[src/rtl/pcie_pkt_gen_pkg.sv]
// pcie_pkt_gen_pkg: shared TLP types, Fmt/Type codes, framing symbols and FSM states for pcie_pkt_gen.
// The LCRC state exists only when PCIE_PKT_GEN_LCRC_EN is defined.
package pcie_pkt_gen_pkg;
    typedef enum logic [3:0] {
        MRD, MWR, IORD, IOWR, CFGRD0, CFGWR0, CFGRD1, CFGWR1, CPL, CPLD
    } pkt_type_e;
    localparam logic [7:0] FMT_TYPE [0:9] = '{
        8'h00, 8'h40, 8'h02, 8'h42, 8'h04, 8'h44, 8'h05, 8'h45, 8'h0A, 8'h4A
    };
    localparam logic [3:0] NUM_TYPES = 4'd10;
    localparam logic [7:0] K_STP = 8'hFB;
    localparam logic [7:0] K_END = 8'hFD;
    localparam logic [7:0] IDLE_SYM = 8'h00;
    localparam logic [31:0] CRC_POLY = 32'h04C11DB7;
    localparam logic [31:0] CRC_SEED = 32'hFFFFFFFF;
    typedef enum logic [2:0] {
        IDLE, STP, SEQ, HDR, DATA,
`ifdef PCIE_PKT_GEN_LCRC_EN
        LCRC,
`endif
        END
    } tx_state_e;
    function automatic logic has_data(pkt_type_e t);
        return t inside {MWR, IOWR, CFGWR0, CFGWR1, CPLD};
    endfunction
endpackage

[src/rtl/pcie_pkt_gen_if.sv]
// pcie_pkt_gen_if: request handshake bundle (req_valid/req_ready, req_type, req_hdr, req_data).
// master drives the request, slave (the generator) returns req_ready.
interface pcie_pkt_gen_if;
    logic        req_valid;
    logic        req_ready;
    logic [3:0]  req_type;
    logic [87:0] req_hdr;
    logic [31:0] req_data;
    modport master (output req_valid, req_type, req_hdr, req_data, input req_ready);
    modport slave (input req_valid, req_type, req_hdr, req_data, output req_ready);
endinterface

[src/rtl/pcie_lcrc32.sv]
// pcie_lcrc32: byte-wide CRC-32 (poly 04C11DB7, seed FFFFFFFF, bytes fed LSB first).
// Ports: clk, reset (sync, active-high), init (load seed), en (absorb byte_in), crc_out (raw register).
module pcie_lcrc32
    import pcie_pkt_gen_pkg::*;
(
    input  logic        clk,
    input  logic        reset,
    input  logic        init,
    input  logic        en,
    input  logic [7:0]  byte_in,
    output logic [31:0] crc_out
);
    logic [31:0] nxt;

    always_comb begin
        nxt = crc_out;
        for (int i = 0; i < 8; i++)
            nxt = {nxt[30:0], 1'b0} ^ ({32{byte_in[i] ^ nxt[31]}} & CRC_POLY);
    end

    always_ff @(posedge clk)
        if (reset || init) crc_out <= CRC_SEED;
        else if (en) crc_out <= nxt;
endmodule

[src/rtl/pcie_pkt_gen.sv]
// pcie_pkt_gen: byte-serial PCIe TLP transmitter framing STP/SEQ/HDR/[DATA]/[LCRC]/END symbols.
// Ports: clk, reset (sync, active-high), req (pcie_pkt_gen_if.slave request handshake),
//        data_out/dataK (symbol stream), busy, tx_done (END pulse), err_type (bad type pulse),
//        pkt_count (packets sent, wrapping).
// Build option: PCIE_PKT_GEN_LCRC_EN adds 4 LCRC bytes before END.
module pcie_pkt_gen
    import pcie_pkt_gen_pkg::*;
#(
    parameter int DATA_WIDTH    = 8,
    parameter int PKT_CNT_WIDTH = 4,
    parameter int SEQ_WIDTH     = 12
) (
    input  logic                     clk,
    input  logic                     reset,
    pcie_pkt_gen_if.slave            req,
    output logic [DATA_WIDTH-1:0]    data_out,
    output logic                     dataK,
    output logic                     busy,
    output logic                     tx_done,
    output logic                     err_type,
    output logic [PKT_CNT_WIDTH-1:0] pkt_count
);
`ifdef PCIE_PKT_GEN_LCRC_EN
    localparam tx_state_e BODY_END = LCRC;
`else
    localparam tx_state_e BODY_END = END;
`endif
    tx_state_e state, state_n;
    logic [4:0] idx, idx_n;
    pkt_type_e typ_q;
    logic [87:0] hdr_q;
    logic [31:0] data_q;
    logic [SEQ_WIDTH-1:0] seq;
    logic [15:0] seq16;
    logic [7:0] sym;
    logic accept, err_q;

    assign req.req_ready = state == IDLE;
    assign accept = req.req_valid && req.req_ready;
    assign seq16 = 16'(seq);
    assign data_out = DATA_WIDTH'(sym);
    assign dataK = state == STP || state == END;
    assign busy = state != IDLE;
    assign tx_done = state == END;
    assign err_type = err_q;

`ifdef PCIE_PKT_GEN_LCRC_EN
    logic [31:0] crc_out, crc_inv;
    pcie_lcrc32 u_lcrc (
        .clk     (clk),
        .reset   (reset),
        .init    (state == STP),
        .en      (state inside {SEQ, HDR, DATA}),
        .byte_in (sym),
        .crc_out (crc_out)
    );
    assign crc_inv = ~crc_out;
`endif

    // idx restarts at 0 on every state change and counts bytes within a state
    always_comb begin
        state_n = state;
        case (state)
            IDLE:    state_n = accept && req.req_type < NUM_TYPES ? STP : IDLE;
            STP:     state_n = SEQ;
            SEQ:     state_n = idx == 5'd1 ? HDR : SEQ;
            HDR:     state_n = idx == 5'd11 ? (has_data(typ_q) ? DATA : BODY_END) : HDR;
            DATA:    state_n = idx == 5'd3 ? BODY_END : DATA;
`ifdef PCIE_PKT_GEN_LCRC_EN
            LCRC:    state_n = idx == 5'd3 ? END : LCRC;
`endif
            END:     state_n = IDLE;
            default: state_n = IDLE;
        endcase
        idx_n = state_n == state ? idx + 5'd1 : 5'd0;
    end

    always_comb begin
        sym = IDLE_SYM;
        case (state)
            STP:     sym = K_STP;
            SEQ:     sym = idx[0] ? seq16[7:0] : seq16[15:8];
            HDR:     sym = idx == 5'd0 ? FMT_TYPE[typ_q] : hdr_q[87:80];
            DATA:    sym = data_q[31:24];
`ifdef PCIE_PKT_GEN_LCRC_EN
            LCRC:    sym = crc_inv[{idx[1:0], 3'b000} +: 8];
`endif
            END:     sym = K_END;
            default: sym = IDLE_SYM;
        endcase
    end

    always_ff @(posedge clk)
        if (reset) begin
            state <= IDLE;
            idx <= '0;
            seq <= '0;
            pkt_count <= '0;
            err_q <= 1'b0;
        end else begin
            state <= state_n;
            idx <= idx_n;
            err_q <= accept && req.req_type >= NUM_TYPES;
            if (state == END) begin
                seq <= seq + 1'b1;
                pkt_count <= pkt_count + 1'b1;
            end
        end

    // header/data are shifted out MSB byte first once the Fmt/Type byte is gone
    always_ff @(posedge clk)
        if (accept) begin
            typ_q <= pkt_type_e'(req.req_type);
            hdr_q <= req.req_hdr;
            data_q <= req.req_data;
        end else begin
            if (state == HDR && idx != 5'd0) hdr_q <= hdr_q << 8;
            if (state == DATA) data_q <= data_q << 8;
        end
endmodule

[src/flat_wrapper.sv]
// flat-port wrapper written by rule: the top's interface ports become plain ports
module pcie_pkt_gen_flat import pcie_pkt_gen_pkg::*;
#(
    parameter int DATA_WIDTH    = 8,
    parameter int PKT_CNT_WIDTH = 4,
    parameter int SEQ_WIDTH     = 12
)
  (clk, reset, data_out, dataK, busy, tx_done, err_type, pkt_count, req_req_valid, req_req_type, req_req_hdr, req_req_data, req_req_ready);
  pcie_pkt_gen_if req_i ();
  input  logic clk;
  input  logic reset;
  output logic [DATA_WIDTH-1:0] data_out;
  output logic dataK;
  output logic busy;
  output logic tx_done;
  output logic err_type;
  output logic [PKT_CNT_WIDTH-1:0] pkt_count;
  input wire logic [$bits(req_i.req_valid)-1:0] req_req_valid;
  input wire logic [$bits(req_i.req_type)-1:0] req_req_type;
  input wire logic [$bits(req_i.req_hdr)-1:0] req_req_hdr;
  input wire logic [$bits(req_i.req_data)-1:0] req_req_data;
  output wire logic [$bits(req_i.req_ready)-1:0] req_req_ready;
  assign req_i.req_valid = req_req_valid;
  assign req_i.req_type = req_req_type;
  assign req_i.req_hdr = req_req_hdr;
  assign req_i.req_data = req_req_data;
  assign req_req_ready = req_i.req_ready;
  pcie_pkt_gen #(.DATA_WIDTH(DATA_WIDTH), .PKT_CNT_WIDTH(PKT_CNT_WIDTH), .SEQ_WIDTH(SEQ_WIDTH)) u_core (.clk(clk), .reset(reset), .req(req_i), .data_out(data_out), .dataK(dataK), .busy(busy), .tx_done(tx_done), .err_type(err_type), .pkt_count(pkt_count));
endmodule
[config.mk]
export PLATFORM = sky130hd
export DESIGN_NAME = pcie_pkt_gen_flat
export DESIGN_NICKNAME = d
export VERILOG_FILES = /design/src/rtl/pcie_pkt_gen_pkg.sv /design/src/rtl/pcie_pkt_gen_if.sv /design/src/rtl/pcie_lcrc32.sv /design/src/rtl/pcie_pkt_gen.sv /design/src/flat_wrapper.sv
export SDC_FILE = /design/constraint.sdc
export NUM_CORES = 1
export LEC_CHECK = 0
export CAP_MARGIN = 20
export CORE_MARGIN = 2
export CORE_UTILIZATION = 30
export DETAILED_ROUTE_END_ITERATION = 16
export SLEW_MARGIN = 40
export SYNTH_ARGS = -nofsm -noshare
export SYNTH_HDL_FRONTEND = slang
export SYNTH_HIERARCHICAL = 1
export SYNTH_SLANG_ARGS = --single-unit
[constraint.sdc]
create_clock -name clk -period 8.3 [get_ports clk]
set_input_delay 0.83 -clock clk [delete_from_list [all_inputs] [get_ports clk]]
set_output_delay 0.83 -clock clk [all_outputs]
set_load 0.02 [all_outputs]
## After elaboration in Yosys (flattened, before gate mapping)

Memories as Yosys holds them, arrays and structs flattened.
Cells that the tools add are included.

| word-level totals | value |
|---|---|
| memories | 1 |
| output and inout bits | 17 |
| bits in latches | 0 |
| bits in writable memories | 0 |
| ROM bits | 128 |
| register bits after elaboration | 149 |
| word-level logic and storage cells | 59 |
| bits of input ports | 127 |

| operators by class | value |
|---|---|
| shift operators | 0 |
| eq/ne operators | 14 |
| divide/modulo/power cells | 0 |
| $mul | 0 |
| $add $sub $neg | 3 |
| order comparisons | 3 |
| reduce and logical (&&, ||, !) cells | 13 |
| bitwise gates (word level) | 2 |
| multiplexer cells | 15 |

Memory list:

| memory | depth | width | read ports | clocked after Yosys merged registers in | wr ports | RTL line | text |
|---|---|---|---|---|---|---|---|
| (no name shown) | 16 | 8 | 1 | 0 | 0 | pcie_pkt_gen.sv:83 | `HDR: sym = idx == 5'd0 ? FMT_TYPE[typ_q] : hdr_q[87:80];` |

Operators with widths:

| cell | number |
|---|---|
| $mux 88 | 2 |
| $mux 32 | 2 |
| $pmux 8 s5 | 1 |
| $mux 8 | 4 |
| $pmux 3 s5 | 1 |
| $add 12x1->12 const B | 1 |
| $reduce_bool 5->1 | 2 |
| $eq 4x3->1 const B | 2 |
| $eq 3x2->1 const B | 2 |
| $eq 3x3->1 const B | 2 |
| $add 5x1->5 const B | 1 |
| $eq 5x1->1 const B | 1 |
| $eq 5x2->1 const B | 1 |
| $eq 5x4->1 const B | 1 |
| $ge 5x5->1 const B | 1 |
| $logic_not 5->1 | 1 |
| $not 4->5 | 1 |
| $add 4x1->4 const B | 1 |
| $eq 4x1->1 const B | 1 |
| $eq 4x2->1 const B | 1 |
| $eq 4x4->1 const B | 1 |
| $ge 4x4->1 const B | 1 |
| $logic_and 1x1->1 | 4 |
| $lt 4x4->1 const B | 1 |
| other kinds (10) | 14 |

## Longest topological paths before layout

Gate-level depths: netlist of run 1.

| depth | value |
|---|---|
| depth in word-level cells | 8 |
| mapped depth | 7 |
| depth with buffers taken out | 6 |

## Worst setup path before layout of run 1

No wires, ideal clock.

| timing | value |
|---|---|
| path kind | input -> register |
| start | input req_req_valid |
| end | register u_core.data_q[0], enable pin |
| path buffers | 0 |
| stages on the path | 2 |
| slack | 4.767 ns |
| library setup time | 0.461 ns |
| arrival time | 3.072 ns |
| data required time | 7.839 ns |
| cells stage by stage | nor2_1 > nor3_1 |

| on the way | value |
|---|---|
| cells in the longest elaborated chain, start to end | 2 |

Ends and longest elaborated chain:

| item | RTL line | text |
|---|---|---|
| from (decl) | flat_wrapper.sv:18 | `input wire logic [$bits(req_i.req_valid)-1:0] req_req_valid;` |
| $logic_and 1x1->1 | pcie_pkt_gen.sv:39 | `assign accept = req.req_valid && req.req_ready;` |
| $reduce_bool 2->1 (no line) | - |  |
| to (signal assigned) | pcie_pkt_gen.sv:115 | `data_q <= req.req_data;` |
| to (signal assigned) | pcie_pkt_gen.sv:118 | `if (state == DATA) data_q <= data_q << 8;` |
| to (decl) | pcie_pkt_gen.sv:32 | `logic [31:0] data_q;` |

Every way passes these cells.
A chain may end at the register's enable or synchronous reset.

## Final worst setup path of run 1

| timing | value |
|---|---|
| start | register u_core.state[0] |
| end | output data_out[7] |

| on the way | value |
|---|---|
| cells in the longest elaborated chain, start to end | 2 |
| elaborated cells between the ends (all ways) | 6 |
| classes of those cells | 5 x eq/ne; 1 x mux |

Ends and longest elaborated chain:

| item | RTL line | text |
|---|---|---|
| from (decl) | pcie_pkt_gen.sv:28 | `tx_state_e state, state_n;` |
| from (signal assigned) | pcie_pkt_gen.sv:101 | `state <= state_n;` |
| $eq 3x3->1, or another cell as far along | pcie_pkt_gen.sv:80 | `case (state)` |
| $pmux 8 s5 (*) | pcie_pkt_gen.sv:80 |  |
| to (decl) | flat_wrapper.sv:12 | `output logic [DATA_WIDTH-1:0] data_out;` |

Mark *: on every way between the ends. The rest lies on a longest branch, timed or not.

==> results of run 1 <==
state kept, by name, indices dropped and copies added, names as in the netlist:
register and flops:
u_core/seq 12, u_core/hdr_q 88, u_core/pkt_count 4, u_core/typ_q 4, u_core/idx 5, u_core/err_type 1
u_core/state 3, u_core/data_q 32
worst min-delay path by stage:
stage	endpoint	slack, ps	cells past startpoint
5_1_grt	u_core/hdr_q[78]	540	1
3_5_place_dp	u_core/pkt_count[1]	510	2
6_report	u_core/pkt_count[1]	510	2
2_1_floorplan	u_core/seq[1]	480	2
3_3_place_gp	u_core/pkt_count[1]	480	2
4_1_cts	u_core/pkt_count[1]	520	2
Yosys cell counts (4+ instances only):
master      n
nand3_1     7
dfxtp_1    25
inv_1       6
nand2_1    11
xor2_1      9
o21ai_0     9
ha_1        4
clkbuf_1    6
edfxtp_1  124
and2_1     16
mux2_2     65
nor2_1     25
mux2_1     40
nand4_1     4
buf_2      10
buf_4       5
mux2i_1     7
a21oi_1    14
xnor2_1     6
nor3_1      6
layout by cell type, fill, tap and decap left out, drive strengths merged, types with 7 or more instances in the layout:
cell type and count:
xor2 9, dfxtp 25, nand2 11, inv 14, edfxtp 124, nor3 7, o21ai 9, nor2 25
and2 16, clkdlybuf4s50 142, mux2i 7, mux2 105, nand3 7, a21oi 14, clkbuf 19
kinds of logic (layout without fill, tap and decap cells):
kind of cell | count (synthesis) | in the layout | share of synthesized area
AND/OR/NAND/NOR | 92 | 92 | 0.08129
XOR/XNOR | 15 | 15 | 0.01994
multiplexers | 112 | 112 | 0.1901
buffers and inverters | 30 | 186 | 0.02184
flip-flops | 149 | 149 | 0.6412
AO/OA/AOI/OAI | 39 | 39 | 0.03799
adder cells (fa/ha/maj) | 4 | 4 | 0.007598
power by group through the flow:
stage / registers, W / clock network (W) / logic [W]
2_1_floorplan: 0.000937 / 0 / 0.000150
3_3_place_gp: 0.000950 / 0 / 0.000235
3_5_place_dp: 0.000953 / 0 / 0.000241
4_1_cts: 0.000936 / 0.000787 / 0.000243
5_1_grt: 0.000942 / 0.000821 / 0.000261
6_report: 0.000935 / 0.000766 / 0.000238
per-stage QoR:
step,worst slack (ps),util
after floorplan,4767,-
after global placement,4691,0.3822
after detailed placement,4621,0.3824
after CTS,4589,0.4095
after global routing,4428,0.4094
final,4632,0.4094
metal layers:
metal | vias up | share of wire | wire (um)
li1 | 1948 | - | -
met2 | 118 | 0.50 | 6977
met1 | 1925 | 0.40 | 5592
met5 | - | 0 | 0
met3 | 14 | 0.078 | 1081
met4 | 0 | 0.014 | 193
worst max-delay path, delay by kind of cell (launching register included):
kind,cells,cell delay [ps]
flip-flops,1,830
AND/OR/NAND/NOR,2,730
AO/OA/AOI/OAI,1,250
buffers and inverters,1,610
area by class of cell:
class	count	area [um2]
repair buffers	147	1463
well taps	280	350.3
clock buffers	18	429.2
multi-input cells	262	2227
flip-flops and latches	149	4224
inverters	7	26.28
clock inverters	14	160.2
fillers	2016	12810
==> impl_metrics.tcl, run 1 <==
set metrics [dict create \
    wl_per_cell_um 15.79 \
    dieWidth_um 152.2 \
    fin_setup_tns_ps 0 \
    synth_flop_cell "edfxtp_1" \
    ys_warn_count 6 \
    first_global_vias 4209 \
    irDropWorstVdd_mv 0.1129 \
    place_area_um2 8293 \
    grt_pass1_wl_mm 21.96 \
    grt_remaining_overflow 0 \
    async_reset_ff_frac 0 \
    crit_path_start_kind "flop" \
    avgSynthCellArea_um2 14.94 \
    avgViaCountPerCell 4.567 \
    tightest_slew_ps 782.7 \
    port_buffers 143 \
    path_cells "nand3b_1 -> nor2_1 -> a221o_1 -> clkdlybuf4s50_1" \
    drtIter0Drc 228 \
    ys_seq_area_frac 0.6412 \
    netlist.area_leader.share 0.5652 \
    p_seq_frac 0.482 \
    yosys-top-cells-area "edfxtp_1, mux2_2, dfxtp_1, mux2_1, and2_1" \
    synthCells 441 \
    die_area_um2 23160 \
    yosysTopAreaCell "edfxtp_1" \
    cts_max_path_buffers 2 \
    switching_power_w 0.0004628 \
    top_usage_layer "met2" \
    fmax_mhz 272.6 \
    min_path_type "flop to flop" \
    share_comb_of_total_power 0.123 \
    critPathMaxFanout 22 \
    routed_wl_mm 13.85 \
    final-hold-violation-count 0 \
    grt_use_met1 0.1412 \
    worst-r2r-cell-count 4 \
    io_pins 144 \
    root_buffer "clkbuf_16" \
    route.antenna.remaining_nets 0 \
    end_kind "output port" \
    finalMaxSlewViolations 0 \
    yosys.cell_types.count 48 \
    cts.clk_slew.worst_paths_ps 60 \
    status "finished, final reports clean" \
    p_sw_frac 0.2387 \
    track_usage 0.1218 \
    fin_nets 715 \
    n_antenna_cell 0 \
    finalPower_w 0.001939 \
    max_stage_delay_ps 830 \
    dpl.hpwl_mm 9.689 \
    power.leakage_nw 3.074 \
    drcViolationCount 0 \
    hold_buffers 0 \
    syn-cell-area_um2 6588 \
    rr_endpoint "u_core/hdr_q[29]" \
    clock_sinks 149 \
    use_met2 0.2023 \
    antenna_found_initial 1 \
    synth_seq_cells 149 \
    tritoncts "yes" \
    path_class "flop to output port" \
    finalCritPeriodShare 0.4419 \
    numCtsBuffers 17 \
    final_area_um2 8880 \
    core_um2 21690 \
    intPower_w 0.001476 \
    critical-path-slowest-cell "dfxtp_1" \
    max-cap-violations 0 \
    startpoint "u_core/state[0]" \
    relSlewSlack 0.4775 \
    syn_nets 572 \
    min-delay-start "u_core/pkt_count[1]" \
    finalCriticalPeriod_ps 3668 \
    r2r_slack_ps 5250 \
    crit_arrival_ps 2840 \
    final_cell_count_no_fill 877 \
    crit_required_ps 7470 \
    synth_edf_count 124 \
    clock-skew-final_ps 14.90 \
    clkLatencyLatePin_ps 430 \
    rsz0062_at_grt "false" \
    grtUsageMet3 0.05375 \
    die_y_um 152.2 \
    fp-row-count 54 \
    p_per_area_nw_per_um2 218.3 \
    place_inst 845 \
    power.share.clock 0.395 \
    cp-endpoint "data_out[7]" \
    reg2reg_from "u_core/state[1]" \
    setup_violations 0 \
    num_vias 4005 \
    cts_setup_buffers 0 \
    first_pass_iters 4 \
    place.gp.congestion 0.8527 \
    holdWs_ps 511.3 \
    cts_resized 0 \
    start_util 0.3037 \
    areaGrowthSynthToFinish_pct 34.80 \
    grt_max_degree 89 \
    htreeDepth 4 \
    drive_above_1_share 0.1859 \
]
(Power assumes the default switching activity.)
==> inputs of run 2 (changes only) <==
==> constraint.sdc (replaced) <==
create_clock -name clk -period 3 [get_ports clk]
set_input_delay 0.3 -clock clk [delete_from_list [all_inputs] [get_ports clk]]
set_output_delay 0.3 -clock clk [all_outputs]
set_load 0.02 [all_outputs]
==> run 2 against run 1 <==
Critical path depth grew 2. Critical path type unchanged. Total power grew to 2.7 times the previous value. Worst setup slack lost 4500 ps. Cell count grew 0.68%. Sequential power grew to 2.8 times the previous value. Non-clock buffer count grew 6. Register-to-register slack lost 4500 ps. Via count grew 0.20%. Largest cell class unchanged. Global-route usage grew 0.12 points. Sequential share of layout area shrank 0.23 points. Hold slack lost 65 ps. Clock-buffer cell count shrank 1.
==> impl_metrics.tcl, run 2 (same netlist as run 1, synthesis figures left out) <==
set metrics [dict create \
    clock_sinks 149 \
    p_seq_frac 0.487 \
    setup_violations 0 \
    route.antenna.remaining_nets 0 \
    cts.clk_slew.worst_paths_ps 70 \
    tritoncts "yes" \
    avgViaCountPerCell 4.545 \
    share_comb_of_total_power 0.130 \
    num_vias 4013 \
    regMostFlops "u_core/hdr_q" \
    holdWs_ps 446.7 \
    drive_above_1_share 0.1990 \
    finalCriticalPeriod_ps 2865 \
    port_buffers 143 \
    areaGrowthSynthToFinish_pct 35.54 \
    fin_util 0.4117 \
    clkLatencyLatePin_ps 420 \
    relSlewSlack 0.5942 \
    finalMaxSlewViolations 0 \
    io_pins 144 \
    fmax_mhz 349.1 \
    crit_required_ps 2700 \
    finalCritPeriodShare 0.9549 \
    core_um2 21690 \
    p_sw_frac 0.2423 \
    grt_pass1_wl_mm 22.29 \
    dpl.hpwl_mm 9.720 \
    tightest_slew_ps 606.8 \
    critPathMaxFanout 10 \
    dieWidth_um 152.2 \
    register_area_um2 4227 \
    intPower_w 0.004007 \
    track_usage 0.1231 \
    wl_per_cell_um 15.63 \
    clock-skew-final_ps 12.89 \
    multi_input_area_um2 2236 \
    largest_reg_flops 88 \
    irDropWorstVdd_mv 0.3229 \
    final-hold-violation-count 0 \
    fin_setup_tns_ps 0 \
    power.share.clock 0.382 \
    htreeDepth 4 \
    power.leakage_nw 3.126 \
    finalPower_w 0.005288 \
    numCtsBuffers 17 \
    grt_max_degree 76 \
    drtIter0Drc 176 \
    drcViolationCount 0 \
    grt_remaining_overflow 0 \
    n_antenna_cell 0 \
    routed_wl_mm 13.80 \
    status "finished, final reports clean" \
    path_class "flop to output port" \
    hold_buffers 0 \
    rsz0062_at_grt "false" \
    crit_arrival_ps 2560 \
    fill_cells 1984 \
    cts_max_path_buffers 2 \
    reg_top3 "u_core/hdr_q x88, u_core/data_q x32, u_core/seq x12" \
    crit_path_start_kind "flop" \
    max-cap-violations 0 \
    min_path_type "primary input to flop" \
    root_buffer "clkbuf_16" \
    die_area_um2 23160 \
    start_util 0.3037 \
    p_per_area_nw_per_um2 592.3 \
    place_ws_ps 477.4 \
    place.gp.congestion 0.8093 \
    final_common_cell "clkdlybuf4s50_1" \
    fp-row-count 54 \
    first_pass_iters 4 \
    die_y_um 152.2 \
    fin_nets 721 \
    worst_slack_ps 135.4 \
    end_kind "output port" \
    switching_power_w 0.001281 \
    first_global_vias 4258 \
    final_cell_mix "clkdlybuf4s50_1, edfxtp_1, mux2_2" \
    antenna_found_initial 1 \
]
-- run 2: worst paths after layout --
kind | cells past startpoint | end | slack (ps) | start
worst min-delay path | 1 | u_core/typ_q[0] | 450 | req_req_type[0]
worst max-delay path | 6 | data_out[6] | 140 | u_core/idx[0]
worst min register to register | 2 | u_core/pkt_count[1] | 500 | u_core/pkt_count[1]
worst max register to register | 5 | u_core/data_q[14] | 730 | u_core/state[1]
-- run 2: worst max-delay path, cell delays in order (launching register included) --
cell	delay, ps
dfxtp_1	430
inv_1	100
ha_1	150
nor4b_4	430
mux2i_1	160
o221ai_1	220
clkdlybuf4s50_1	650
-- run 2: area by class of cell --
class	count	area share
Clock buffer	17	0.04765
Clock inverter	15	0.01471
Inverter	7	0.002943
Multi-Input combinational cell	262	0.2504
Sequential cell	149	0.4734
Tap cell	280	0.03924
Timing Repair Buffer	153	0.1717
-- run 2: power by group through the flow --
| stage | logic (W) | registers, W | clock network, W |
|---|---|---|---|
| 2_1_floorplan | 0.000415 | 0.00259 | 0 |
| 5_1_grt | 0.000754 | 0.00260 | 0.00219 |
| 6_report | 0.000689 | 0.00258 | 0.00202 |
| 3_5_place_dp | 0.000692 | 0.00263 | 0 |
| 4_1_cts | 0.000698 | 0.00258 | 0.00209 |
| 3_3_place_gp | 0.000681 | 0.00262 | 0 |
-- run 2: what timing repair did --
| action | CTS | global route |
|---|---|---|
| hold endpoints to repair | 0 | 0 |
| pin swaps | 0 | 0 |
| resized for setup | 1 | 5 |
| buffers inserted | 0 | 1 |
| setup endpoints to repair | 1 | 7 |
-- run 2: through the flow --
stage,area (um2),std cells
5_1_grt,8929,883
3_3_place_gp,8358,850
3_5_place_dp,8358,850
6_report,8929,883
4_1_cts,8914,882
2_1_floorplan,6593,441
-- run 2: metal layers --
layer | global-route usage | routed length, um | part of all wire | up-vias
li1 | - | - | - | 1958
met1 | 0.1424 | 5706 | 0.41 | 1930
met2 | 0.2048 | 6896 | 0.50 | 110
met3 | 0.05119 | 1021 | 0.074 | 15
met4 | 0.04539 | 176 | 0.013 | 0
met5 | 0 | 0 | 0 | -
